[config.mk]
export PLATFORM = sky130hd
export DESIGN_NAME = esp_rx_deframer
export DESIGN_NICKNAME = d
export VERILOG_FILES = /design/src/rtl/esp_pkg.sv /design/src/rtl/esp_rx_timeout.sv /design/src/rtl/esp_rx_deframer.sv
export SDC_FILE = /design/constraint.sdc
export NUM_CORES = 1
export LEC_CHECK = 0
export CORE_UTILIZATION = 52
export CTS_CLUSTER_SIZE = 25
export DETAILED_ROUTE_END_ITERATION = 16
export GPL_TIMING_DRIVEN = 0
export PLACE_DENSITY = 0.89
export SKIP_LAST_GASP = 1
export SYNTH_ARGS = -nofsm -noshare
export SYNTH_HDL_FRONTEND = slang
export SYNTH_HIERARCHICAL = 1
export SYNTH_SLANG_ARGS = --single-unit
[constraint.sdc]
create_clock -name clk -period 2.9 [get_ports clk]
set_input_delay 0.29 -clock clk [delete_from_list [all_inputs] [get_ports clk]]
set_output_delay 0.29 -clock clk [all_outputs]
set_load 0.05 [all_outputs]
[src/rtl/esp_pkg.sv]
// Shared constants and types for the ESP receive path.
package esp_pkg;

    localparam logic [7:0] SOF = 8'hA5;

    localparam logic [1:0] ERR_OK      = 2'd0;
    localparam logic [1:0] ERR_CHK     = 2'd1;
    localparam logic [1:0] ERR_TIMEOUT = 2'd2;
    localparam logic [1:0] ERR_LEN     = 2'd3;

    typedef enum logic [2:0] {
        ST_IDLE,
        ST_CMD,
        ST_LEN_L,
        ST_LEN_H,
        ST_PAYLOAD,
        ST_CHK
    } state_t;

endpackage

[src/rtl/esp_rx_timeout.sv]
// Inter-byte timeout: loadable, freezable down-counter with a terminal-count
// expire pulse. Load has priority over clear, clear over counting.
module esp_rx_timeout #(
    parameter int unsigned TIMEOUT_CYCLES = 65535
) (
    input  logic clk,
    input  logic rst_n,
    input  logic load,
    input  logic clear,
    input  logic run,
    output logic expire
);

    localparam int CNT_W = $clog2(TIMEOUT_CYCLES + 1);
    localparam logic [CNT_W-1:0] CNT_LOAD = CNT_W'(TIMEOUT_CYCLES);
    localparam logic [CNT_W-1:0] CNT_ONE  = CNT_W'(1);

    logic [CNT_W-1:0] cnt;

    // Reload on every received byte, park at zero while idle, count down while running.
    always_ff @(posedge clk or negedge rst_n) begin
        if (!rst_n) begin
            cnt <= '0;
        end else if (load) begin
            cnt <= CNT_LOAD;
        end else if (clear) begin
            cnt <= '0;
        end else if (run && (cnt != '0)) begin
            cnt <= cnt - CNT_ONE;
        end
    end

    // A byte arriving in the terminal cycle wins, so load masks the expire.
    assign expire = run && !load && (cnt == CNT_ONE);

endmodule

[src/rtl/esp_rx_deframer.sv]
// Drains the ESP UART RX FIFO, parses SOF/CMD/LEN/payload/CHK frames and
// presents the payload as a valid/ready byte stream with per-frame status.
//
// state      | meaning
// -----------+------------------------------------------------------------
// ST_IDLE    | hunting for SOF, other bytes discarded
// ST_CMD     | next byte is CMD
// ST_LEN_L   | next byte is LEN low
// ST_LEN_H   | next byte is LEN high, length check and pkt_start
// ST_PAYLOAD | forwarding payload bytes, remaining counts down
// ST_CHK     | next byte is the checksum, pkt_done follows
module esp_rx_deframer
    import esp_pkg::*;
#(
    parameter int unsigned MAX_LEN        = 1024,
    parameter int unsigned TIMEOUT_CYCLES = 65535
) (
    input  logic        clk,
    input  logic        rst_n,
    input  logic [7:0]  rxfifo_data,
    input  logic        rxfifo_not_empty,
    output logic        rxfifo_read,
    output logic        pkt_start,
    output logic [7:0]  pkt_cmd,
    output logic [15:0] pkt_len,
    output logic [7:0]  pay_data,
    output logic        pay_valid,
    input  logic        pay_ready,
    output logic        pkt_done,
    output logic [1:0]  pkt_err
);

    localparam logic [15:0] MAX_LEN_W = 16'(MAX_LEN);

    state_t      state;
    logic        rd_en;
    logic        rd_pending;
    logic [7:0]  acc;
    logic [7:0]  cmd_q;
    logic [7:0]  len_lo_q;
    logic [15:0] remaining;

    logic        byte_vld;
    logic        pay_stall;
    logic        to_expire;
    logic [15:0] len_rx;
    logic [7:0]  acc_next;

    assign byte_vld  = rd_pending;
    assign pay_stall = pay_valid && !pay_ready;
    assign len_rx    = {rxfifo_data, len_lo_q};
    assign acc_next  = acc + rxfifo_data;

    // rd_en keeps the pop strobe low while reset is held even if the FIFO has data.
    assign rxfifo_read = rd_en && rxfifo_not_empty && !rd_pending && !pay_stall;

    esp_rx_timeout #(
        .TIMEOUT_CYCLES (TIMEOUT_CYCLES)
    ) u_timeout (
        .clk    (clk),
        .rst_n  (rst_n),
        .load   (byte_vld),
        .clear  (state == ST_IDLE),
        .run    ((state != ST_IDLE) && !pay_stall),
        .expire (to_expire)
    );

    // Frame parser: one consumed byte per step, registered pulses and stream outputs.
    always_ff @(posedge clk or negedge rst_n) begin
        if (!rst_n) begin
            state      <= ST_IDLE;
            rd_en      <= 1'b0;
            rd_pending <= 1'b0;
            acc        <= 8'h00;
            cmd_q      <= 8'h00;
            len_lo_q   <= 8'h00;
            remaining  <= 16'h0000;
            pkt_start  <= 1'b0;
            pkt_cmd    <= 8'h00;
            pkt_len    <= 16'h0000;
            pay_data   <= 8'h00;
            pay_valid  <= 1'b0;
            pkt_done   <= 1'b0;
            pkt_err    <= ERR_OK;
        end else begin
            rd_en      <= 1'b1;
            rd_pending <= rxfifo_read;
            pkt_start  <= 1'b0;
            pkt_done   <= 1'b0;
            if (pay_valid && pay_ready) begin
                pay_valid <= 1'b0;
            end

            if (to_expire) begin
                pkt_done  <= 1'b1;
                pkt_err   <= ERR_TIMEOUT;
                pay_valid <= 1'b0;
                state     <= ST_IDLE;
            end else if (byte_vld) begin
                case (state)
                    ST_IDLE: begin
                        if (rxfifo_data == SOF) begin
                            acc   <= 8'h00;
                            state <= ST_CMD;
                        end
                    end
                    ST_CMD: begin
                        cmd_q <= rxfifo_data;
                        acc   <= acc_next;
                        state <= ST_LEN_L;
                    end
                    ST_LEN_L: begin
                        len_lo_q <= rxfifo_data;
                        acc      <= acc_next;
                        state    <= ST_LEN_H;
                    end
                    ST_LEN_H: begin
                        acc <= acc_next;
                        if (len_rx > MAX_LEN_W) begin
                            pkt_done <= 1'b1;
                            pkt_err  <= ERR_LEN;
                            state    <= ST_IDLE;
                        end else begin
                            pkt_start <= 1'b1;
                            pkt_cmd   <= cmd_q;
                            pkt_len   <= len_rx;
                            remaining <= len_rx;
                            state     <= (len_rx != 16'h0000) ? ST_PAYLOAD : ST_CHK;
                        end
                    end
                    ST_PAYLOAD: begin
                        // The read that fetched this byte was only issued once the
                        // previous beat was gone, so the output slot is free here.
                        pay_data  <= rxfifo_data;
                        pay_valid <= 1'b1;
                        acc       <= acc_next;
                        remaining <= remaining - 16'd1;
                        if (remaining == 16'd1) begin
                            state <= ST_CHK;
                        end
                    end
                    ST_CHK: begin
                        acc      <= acc_next;
                        pkt_done <= 1'b1;
                        pkt_err  <= (acc_next == 8'h00) ? ERR_OK : ERR_CHK;
                        state    <= ST_IDLE;
                    end
                    default: state <= ST_IDLE;
                endcase
            end
        end
    end

endmodule

==> run summary <==
======================================================================================================
Final routed wire length divided by cell count ..........................................     17.96 µm
Max clock buf depth .....................................................................            2
Post-route worst hold slack .............................................................    0.4669 ns
Commonest register cell after synthesis .................................................      dfrtp_1
Async set-or-reset flop fraction in the synthesized netlist .............................        1.000
Die width ...............................................................................     101.6 µm
Number of flops mapped to enable cells by yosys .........................................            0
Initial standard-cell utilization of the core ...........................................       0.5478
Maximum ir drop on the vdd rail .........................................................    0.4332 mV
Number of vias per cell after detailed routing ..........................................        6.244
Highest routing layer actually used .....................................................         met4
FP Rows .................................................................................           35
Most used cells in the layout excluding fill and tap cells .............................. dfrtp_1 (96), nand2_1 (59), clkdlybuf4s50_1 (48), a21oi_1 (37), nor2_1 (26)
HP Class ................................................................................ primary input to async pin
Number of clock buffers inserted by TritonCTS ...........................................            9
Antenna diode instance count ............................................................            0
Maximum clock frequency .................................................................   0.3523 GHz
CTS tree ................................................................................         done
Pre-antenna DRT Iters ...................................................................            4
Layout-stage area growth over the synthesis result ......................................       18.85%
Total standard cell area after synthesis ................................................     5157 µm²
Warnings, synthesis .....................................................................            6
Flip-flop and latch count after synthesis ...............................................           98
Run status .............................................................................. finished clean
Number of failing hold endpoints at the final stage .....................................            0
Power density cells ..................................................................... 863.1 nW/µm²
Global-route wire length before repair ..................................................     21.08 mm
Clock period minus worst slack ..........................................................     2.838 ns
Final Skew ..............................................................................   0.01255 ns
Weighted congestion at the end of routability-driven global placement ...................       0.9053
Fraction of final layout cells sized beyond drive strength 1 ............................       0.1328
LEAKAGE .................................................................................     2.617 nW
Routed length on met3 ...................................................................       932 µm
Remaining antenna violation count after routing .........................................            0
Share of total power in sequential cells ................................................        0.420
Core Footprint ..........................................................................     9415 µm²
Sink Count ..............................................................................           98
Routed wl met2 ..........................................................................     6.177 mm
Total track usage .......................................................................       0.2628
Number of cells produced by synthesis ...................................................          514
Worst skew pair latency .................................................................      0.37 ns
Leading cell type in the layout, fill and taps excluded .................................      dfrtp_1
Port Buffers ............................................................................           49
Die area ................................................................................    10320 µm²
Iter 0 DRT Violations ...................................................................          250
Leftover overflow at the end of global routing ..........................................            0
Nature of the critical path startpoint ..................................................         flop
Logic gate share of total power .........................................................        0.393
IO Pins .................................................................................           50
Reg2reg path depth ......................................................................           10
Number of global-route vias before repair ...............................................         4357
Worst relative slew slack ...............................................................       0.2153
Crit Path Class ......................................................................... flop to flop
Max Transition Viols Final ..............................................................            0
Root cell of the clock tree .............................................................     clkbuf_8
Part of the total power dissipated in the clock network .................................        0.187
Cell Int Power ..........................................................................     3.139 mW
Aggregate negative setup slack ..........................................................         0 ns
Number of antenna violations at the first check in global routing .......................            0
Clock transition at the register clock pins on the worst setup and hold paths after CTS .      0.10 ns
Routed wire length ......................................................................     12.74 mm
Maximum number of pins on one net before global-route repair ............................           52
Worst EP arrival ........................................................................      3.09 ns
Vertical extent of the die ..............................................................     101.6 µm
Detail Placement HPWL ...................................................................     8.964 mm
CP max FO ...............................................................................           12
DRC .....................................................................................            0
Distinct cells, synth ...................................................................           69
Critical path endpoint category .........................................................         flop
Switching power share of the total ......................................................       0.4066
Required time of the worst setup path ...................................................      3.15 ns
Final worst-path cycle share ............................................................       0.9788
Finish-stage setup viols ................................................................            0
Total chip power ........................................................................     5.291 mW
Share of the yosys chip area belonging to registers .....................................       0.4755
Transition at the pin with the smallest max-transition slack ............................     1.166 ns
Number of max-capacitance violations reported ...........................................            0
Synthesized area per cell ...............................................................    10.03 µm²
Met1 routed wirelength after detailed routing ...........................................     5.238 mm
Total number of vias ....................................................................         4427
CTS H-Tree Depth ........................................................................            3
NumNets Final ...........................................................................          599
Net switching power of the design .......................................................     2.151 mW
Synthesized net count ...................................................................          538
======================================================================================================
==> worst paths after layout <==
kind | from | endpoint | slack (ns)
worst max-delay path | state[2] | pkt_len[8] | 0.06
worst min-delay path | rst_n | pkt_cmd[5] | 0.47
worst max register to register | state[2] | pkt_len[8] | 0.06
worst min register to register | remaining[15] | remaining[15] | 0.50
max in group asynchronous | rst_n | pkt_len[2] | 1.76
min in group clk | rxfifo_not_empty | byte_vld | 0.47
==> through the flow <==
step / area (µm²) / utilization / setup WS [ns] / cells
after floorplan: 5164 / - / 0.005130 / 514
after CTS: 6102 / 0.6481 / 0.08163 / 709
after detailed placement: 5841 / 0.6203 / -0.5566 / 693
after global placement: 5816 / 0.6177 / -1.951 / 692
final: 6130 / 0.6510 / 0.06154 / 709
after global routing: 6130 / 0.6510 / -0.0003835 / 709
==> worst max-delay path: stages (launching register included) <==
cell and delay, ns:
dfrtp_2 0.42, or3_4 0.43, inv_4 0.13, nor2_2 0.12, nand3_2 0.13, nor4_4 0.05, or3_1 0.44, or3_1 0.33
buf_4 0.20, buf_6 0.18, mux2_4 0.30
==> routing by layer <==
metal | global-route usage | vias to the layer above
met5 | 0 | -
met4 | 0.1327 | 0
met3 | 0.04279 | 45
met2 | 0.4304 | 233
met1 | 0.3381 | 2129
li1 | - | 2020
==> power groups by stage <==
| stage | clock network [mW] | logic [mW] | registers, mW |
|---|---|---|---|
| 2_1_floorplan | 0 | 1.34 | 2.29 |
| 6_report | 0.991 | 2.08 | 2.22 |
| 4_1_cts | 1.01 | 2.04 | 2.19 |
| 3_5_place_dp | 0 | 2.01 | 2.22 |
| 5_1_grt | 1.07 | 2.28 | 2.28 |
| 3_3_place_gp | 0 | 1.90 | 2.18 |
==> registers in the layout (all words and copies together) (netlist names) <==
register	cells
pkt_cmd	8
pkt_err	2
len_lo_q	8
byte_vld	1
state	3
remaining	16
pkt_start	1
pay_valid	1
cmd_q	8
acc	8
rd_en	1
pkt_len	16
pay_data	8
u_timeout/cnt	16
pkt_done	1
==> cells by family (layout without fill, tap and decap cells) <==
family | after synthesis | in the layout | share of synthesized area
other cells | 1 | 1 | 0.0007271
fa+ha+maj | 12 | 12 | 0.03057
simple gates | 182 | 182 | 0.1941
compound gates | 135 | 135 | 0.1737
xor+xnor | 5 | 5 | 0.008493
flops | 98 | 98 | 0.4755
buf+inv | 49 | 115 | 0.04003
mux | 32 | 32 | 0.07690
==> final cells by class <==
class / instances / area [µm²]
timing repair buffer: 53 / 540.5
inverter: 23 / 88.84
sequential: 98 / 2455
multi-input combinational: 367 / 2549
buffer: 23 / 110.1
clock buffer: 10 / 137.6
fill: 726 / 3286
tap: 129 / 161.4
clock inverter: 6 / 87.58
==> what timing repair did <==
action / CTS / global route
gates resized for setup: 7 / 4
hold endpoints to repair: 47 / 0
buffers inserted: 2 / 0
hold buffers: 1 / 0
endpoints found under the setup margin: 78 / 35
==> Yosys cell counts (7+ instances only) <==
library cell,n,area share
a21oi_1,37,0.036
a311o_1,7,0.014
and2_1,8,0.0097
clkbuf_1,17,0.012
dfrtp_1,98,0.48
ha_1,11,0.027
inv_1,23,0.017
mux2_1,7,0.015
mux2_2,14,0.031
mux2_4,10,0.029
nand2_1,59,0.043
nand2b_1,8,0.0097
nand3_1,9,0.0087
nand4_1,7,0.0085
nor2_1,27,0.020
nor3_1,8,0.0078
nor4_1,7,0.0085
o21ai_0,25,0.024
or3_1,10,0.012
Power figures use the tool's default switching activity.
